--- src/rtl/cond_logic.sv ---
// cond_logic: consumer end of the ALU flag interface for a multicycle ARM datapath.
//   Holds the architectural {N,Z,C,V} flags, evaluates the instruction condition field
//   against them, and gates the controller's PC/register/memory/flag write strobes with a
//   per-instruction condition verdict captured while CondLatch is high.
// Ports:
//   clk, reset           clock and synchronous active-high reset
//   Cond[3:0]            instruction condition field
//   ALUFlags[3:0]        {N,Z,C,V} from the ALU
//   FlagW[1:0]           ungated flag-group write requests ([1]: N,Z  [0]: C,V)
//   CondLatch            capture the condition verdict
//   PCS, NextPC          conditional PC write / unconditional PC increment
//   RegW, MemW, NoWrite  register write, memory write, compare-op register-write suppress
//   Flags[3:0]           stored {N,Z,C,V}
//   CondEx               combinational verdict of Cond against the stored flags
//   PCWrite, RegWrite, MemWrite  gated write enables
module cond_logic #(
  parameter logic [3:0] RESET_FLAGS = 4'b0000,
  parameter bit         NV_IS_NEVER = 1'b1
) (
  input  logic       clk,
  input  logic       reset,
  input  logic [3:0] Cond,
  input  logic [3:0] ALUFlags,
  input  logic [1:0] FlagW,
  input  logic       CondLatch,
  input  logic       PCS,
  input  logic       NextPC,
  input  logic       RegW,
  input  logic       MemW,
  input  logic       NoWrite,
  output logic [3:0] Flags,
  output logic       CondEx,
  output logic       PCWrite,
  output logic       RegWrite,
  output logic       MemWrite
);

  logic [3:0] flags_q, flags_d;
  logic       condex_q, condex_d;
  logic [1:0] flag_write;

  function automatic logic cond_eval(input logic [3:0] c, input logic [3:0] f);
    logic n, z, cf, v;
    logic r;
    {n, z, cf, v} = f;
    case (c)
      4'b0000: r = z;
      4'b0001: r = ~z;
      4'b0010: r = cf;
      4'b0011: r = ~cf;
      4'b0100: r = n;
      4'b0101: r = ~n;
      4'b0110: r = v;
      4'b0111: r = ~v;
      4'b1000: r = cf & ~z;
      4'b1001: r = ~cf | z;
      4'b1010: r = ~(n ^ v);
      4'b1011: r = n ^ v;
      4'b1100: r = ~z & ~(n ^ v);
      4'b1101: r = z | (n ^ v);
      4'b1110: r = 1'b1;
      default: r = ~NV_IS_NEVER;
    endcase
    return r;
  endfunction

  // Stage 0: condition evaluation and write gating (combinational on stored state)
  assign CondEx     = cond_eval(Cond, flags_q);
  assign flag_write = FlagW & {2{condex_q}};
  assign PCWrite    = NextPC | (PCS & condex_q);
  assign RegWrite   = RegW & ~NoWrite & condex_q;
  assign MemWrite   = MemW & condex_q;
  assign Flags      = flags_q;

  // Latch samples the old flags and the flag write uses the old verdict, so a
  // simultaneous CondLatch and flag write both see pre-edge state.
  always_comb begin
    flags_d  = flags_q;
    condex_d = condex_q;
    if (flag_write[1]) flags_d[3:2] = ALUFlags[3:2];
    if (flag_write[0]) flags_d[1:0] = ALUFlags[1:0];
    if (CondLatch)     condex_d     = CondEx;
  end

  // Stage 1: architectural state; reset drops any pending gated flag write
  always_ff @(posedge clk) begin
    if (reset) begin
      flags_q  <= RESET_FLAGS;
      condex_q <= 1'b0;
    end else begin
      flags_q  <= flags_d;
      condex_q <= condex_d;
    end
  end

endmodule

--- config.mk ---
export PLATFORM = sky130hd
export DESIGN_NAME = cond_logic
export DESIGN_NICKNAME = d
export VERILOG_FILES = /design/src/rtl/cond_logic.sv
export SDC_FILE = /design/constraint.sdc
export NUM_CORES = 1
export LEC_CHECK = 0
export ABC_AREA = 1
export CAP_MARGIN = 40
export CORE_AREA = 5 5 42 44
export CTS_CLUSTER_SIZE = 20
export DETAILED_ROUTE_END_ITERATION = 10
export DIE_AREA = 0 0 47 49
export PLACE_DENSITY = 0.75
export SETUP_SLACK_MARGIN = 0.3
export SLEW_MARGIN = 20
export SYNTH_ARGS = -nofsm -noshare
export SYNTH_HDL_FRONTEND = slang
export SYNTH_SLANG_ARGS = --single-unit
export TNS_END_PERCENT = 1
--- constraint.sdc ---
create_clock -name clk -period 1.4 [get_ports clk]
set_input_delay 0.14 -clock clk [delete_from_list [all_inputs] [get_ports clk]]
set_output_delay 0.14 -clock clk [all_outputs]
set_load 0.03 [all_outputs]
; ---- Yosys cells after proc, flatten, opt, wreduce, memory -nomap -nowiden
; Index checks and enable logic that the tools add are counted.
[word_totals]
regBits = 5
inputBits = 18
output_inout_bits = 8
word_cells = 36
[classes]
eq_ne = 14
n_mux = 1
bitwise_logic = 17
reduce_logical = 1
[op_table]
columns = operator, n
row1 = $eq A4 B4 Y1 const B, 7
row2 = $eq A4 B3 Y1 const B, 4
row3 = $pmux W1 S15, 1
row4 = $eq A4 B2 Y1 const B, 2
row5 = $and A1 B1 Y1, 6
row6 = $not A1 Y1, 6
row7 = $eq A4 B1 Y1 const B, 1
row8 = $logic_not A4 Y1, 1
row9 = $or A1 B1 Y1, 3
row10 = $and A2 B2 Y2, 1
row11 = $xor A1 B1 Y1, 1

; ---- Depth between registers and ports, before layout
[depth]
depth_word = 4
ltp_mapped = 11
depth_no_buf = 11

; ---- Worst setup path after synthesis
; Ideal clock, no wire load.
[synth_path]
kind = reg-to-output
start = register flags_q[1], in the netlist Flags[1]
end = output CondEx
t_arrival_ps = 1238
t_required_ps = 1260
slack_ps = 22
stages_incl_launch_ff = 8
n_path_buf = 0
path_cell_list = dfxtp_1 -> inv_1 -> a21oi_2 -> nand2_1 -> nand2_1 -> nand2_1 -> nor2_2 -> nand2_1
[synth_via]
elab_chain_len = 3
word_cells_on_any_way = 4
classes_between = 1 x mux / 3 x bitwise
[synth_lines]
columns = element, line
row1 = start: declaration, 38  ; logic [3:0] flags_q, flags_d;
row2 = start signal: assignment, 91  ; flags_q <= flags_d;
row3 = $not A1 Y1, "50, 56"
row4 = $or A1 B1 Y1, 56  ; 4'b1001: r = ~cf | z;
row5 = $pmux W1 S15 *, 46  ; case (c)
row6 = end: declaration, 32  ; output logic CondEx,
; Every way passes the cells marked *; elsewhere a longest branch is shown, timed or not.

; ---- Worst setup path in the final report
[layout_path]
start = register flags_q[0], in the netlist Flags[0]
end = output CondEx
[layout_via]
elab_chain_len = 4
word_cells_on_any_way = 6
classes_between = 1 x mux / 5 x bitwise
[layout_lines]
columns = element, line
row1 = $xor A1 B1 Y1, -
row2 = $not A1 Y1, "57, 59"
row3 = $and A1 B1 Y1, 59  ; 4'b1100: r = ~z & ~(n ^ v);
row4 = $pmux W1 S15 *, 46
; Marks and branches as above.

==> results.json <==
{
  "cts_made_buffers": 3,
  "seqPwrFrac_pct": 30.6,
  "critPathLaunchType": "flip-flop",
  "maxCapViolations": 0,
  "crit_path_top_delay_cell": "dfxtp_4",
  "antenna_found_initial": 0,
  "final_cells": 126,
  "vias_per_cell": 4.72,
  "crit_top_cell": "nand2_1",
  "worstMarginPinSlew_ns": 0.306,
  "cp-startpoint": "Flags[0]",
  "ant_nets": 0,
  "io_buffers": 25,
  "drive_gt1_share_pct": 30.0,
  "ys_ff_latch": 5,
  "grt_pass1_wl_um": 2220,
  "yosys_warnings": 0,
  "drc": 0,
  "critPathRequiredTime_ns": 1.26,
  "nNetsFinal": 129,
  "n_antenna_cell": 0,
  "rsz0062_at_grt": "yes",
  "pre_cts_ws_ns": -0.201,
  "cp.arrival_ns": 1.30,
  "clockBufferDepth": 2,
  "root_buffer": "clkbuf_4",
  "slowest_delay_ns": 0.37,
  "worstPathMaxFanout": 4,
  "p_comb_share_pct": 38.5,
  "clock-sinks": 5,
  "wl_um": 1330,
  "globalplace.congestion": 0.807,
  "syn-instance-count": 75,
  "boundaryPins": 26,
  "min_path_type": "in -> reg",
  "globalRouteOverflowTotal": 0,
  "power.switching_mw": 0.180,
  "synthesis.area_um2": 410,
  "skew_ns": 0.000282,
  "vias": 595,
  "critical_path_class": "reg -> out",
  "cts_htree_levels": 1,
  "grt_usage_pct": 12.8,
  "synth-seq-area-share_pct": 24.4,
  "power_frac_clock_pct": 30.9,
  "avgSynthCellArea_um2": 5.47,
  "crit_buf_inv": 2,
  "ys_types": 16,
  "num_rows": 14,
  "cts_tree": "done",
  "r2r_start": "Flags[0]",
  "final_core_util_pct": 55.3,
  "fin_ws_ns": -0.0388,
  "dp_hpwl_um": 1130,
  "hold_viol": 0,
  "failed_checks": "negative setup slack",
  "slew_headroom_pct": 79.7,
  "most-common-layout-cells": "nand2_1, clkdlybuf4s50_1, nor2_1",
  "clk_pin_slew_ns": 0.04,
  "area_growth_pct": 88.7,
  "hp-start": "ALUFlags[2]",
  "crit_chain": "inv_4 > nand2_4 > nand2_1 > nand2_1 > nand2_1 > nand2_1 > nand2_1 > nor2_2 > nand2_2 > buf_6",
  "max_freq_ghz": 0.695,
  "final_max_slew_viol_count": 0,
  "layout_commonest_cell": "nand2_1",
  "die_y_um": 49,
  "core_um2": 1400,
  "first_pass_iters": 4,
  "post_drt_wl_per_cell_um": 10.6,
  "fin_crit_sh_pct": 103,
  "syn_nets": 93,
  "dp.cells": 119,
  "drt_iter0_markers": 6,
  "critPathTopFamily": "simple AND/OR/NAND/NOR gates",
  "period_minus_slack_ns": 1.44,
  "critPathCaptureType": "output port",
  "p_int_mw": 0.359,
  "grt_pass1_vias": 551,
  "switching_share_pct": 33.4,
  "power_leakage_nw": 0.385,
  "status": "complete, but fails checks",
  "ir_drop_mv": 0.421,
  "power_density_nw_per_um2": 697,
  "grt_max_degree": 8,
  "clk_latency_ns": 0.24,
  "initial_core_util_pct": 29.3,
  "dieArea_um2": 2300,
  "die_w_um": 47,
  "final-setup-viol-count": 1
}
## layer usage
layer  track usage (%)  share of wire (%)  vias to the layer above
li1                  -                  -                      313
met1              13.9                 38                      260
met2              22.6                 55                       19
met3              3.69                6.2                        3
met4              4.15                1.4                        0
met5                 0                  0                        -
## logic make-up (layout without fill, tap and decap cells)
family	count (synthesis)	in the layout	share of synthesized area (%)
and+or+nand+nor	51	51	52.4
buffers and inverters	11	46	10.1
AOI/OAI and AO/OA	8	8	13.1
DFF	5	5	24.4
## timing repair
action | CTS | global route
pin swaps | 5 | 0
buffers inserted | 3 | 0
endpoints found under the hold margin | 0 | 0
hold buffers | 0 | 0
resized for setup | 18 | 7
endpoints found under the setup margin | 9 | 6
gates cloned | 0 | 0
## cell type report
type,count,area (um^2)
fill,145,627
multi-input combinational,59,289
timing repair buffer,31,274
sequential,5,116
inverter,11,48.8
clock buffer,4,26.3
tap,16,20.0
## worst reg2reg max path, delay by kind of cell, from the launching register on
kind                   cells  cell delay, ns
buffers and inverters      2            0.08
DFF                        1            0.37
and+or+nand+nor            9            0.61
## sequential cells by signal, summed over array words and instances (netlist names)
name,flops
condex_q,1
Flags,4
## through the flow
stage | total power, mW | hold WS, ns | setup TNS (ns) | area (um^2)
6_report | 0.540 | 0.479 | -0.0388 | 774
4_1_cts | 0.544 | 0.477 | -0.0434 | 777
3_3_place_gp | 0.362 | 0.490 | -0.298 | 711
3_5_place_dp | 0.365 | 0.494 | -0.339 | 711
5_1_grt | 0.573 | 0.492 | -0.114 | 774
2_1_floorplan | 0.261 | 0.202 | 0 | 428
## synth_stat cells
cell type  count  area (um^2)
nand2_2        1         6.26
nand4_1        1         6.26
nor2_2         1         6.26
inv_2          1         3.75
o21ai_0        1         5.00
a21oi_1        2         10.0
dfxtp_1        5          100
nor2_1        12         45.0
nand3b_1       1         7.51
a21oi_2        1         8.76
a21o_1         1         7.51
a211oi_1       3         22.5
nor3_1         1         5.00
nand3_1        9         45.0
inv_1         10         37.5
nand2_1       25         93.8
## power groups by stage
stage / registers [mW] / logic, mW / clock network [mW]
floorplan: 0.175 / 0.0852 / 0
global placement: 0.165 / 0.197 / 0
detailed placement: 0.165 / 0.200 / 0
CTS: 0.166 / 0.209 / 0.169
global route: 0.167 / 0.226 / 0.180
finish: 0.165 / 0.208 / 0.167
## worst paths after layout
kind         endpoint  slack [ns]  cells past startpoint
max            CondEx       -0.04                     10
min          Flags[2]        0.48                      3
max reg2reg  condex_q        0.26                     11
min reg2reg  Flags[2]        0.51                      2
Note: power is estimated with default switching activity, not from simulation.
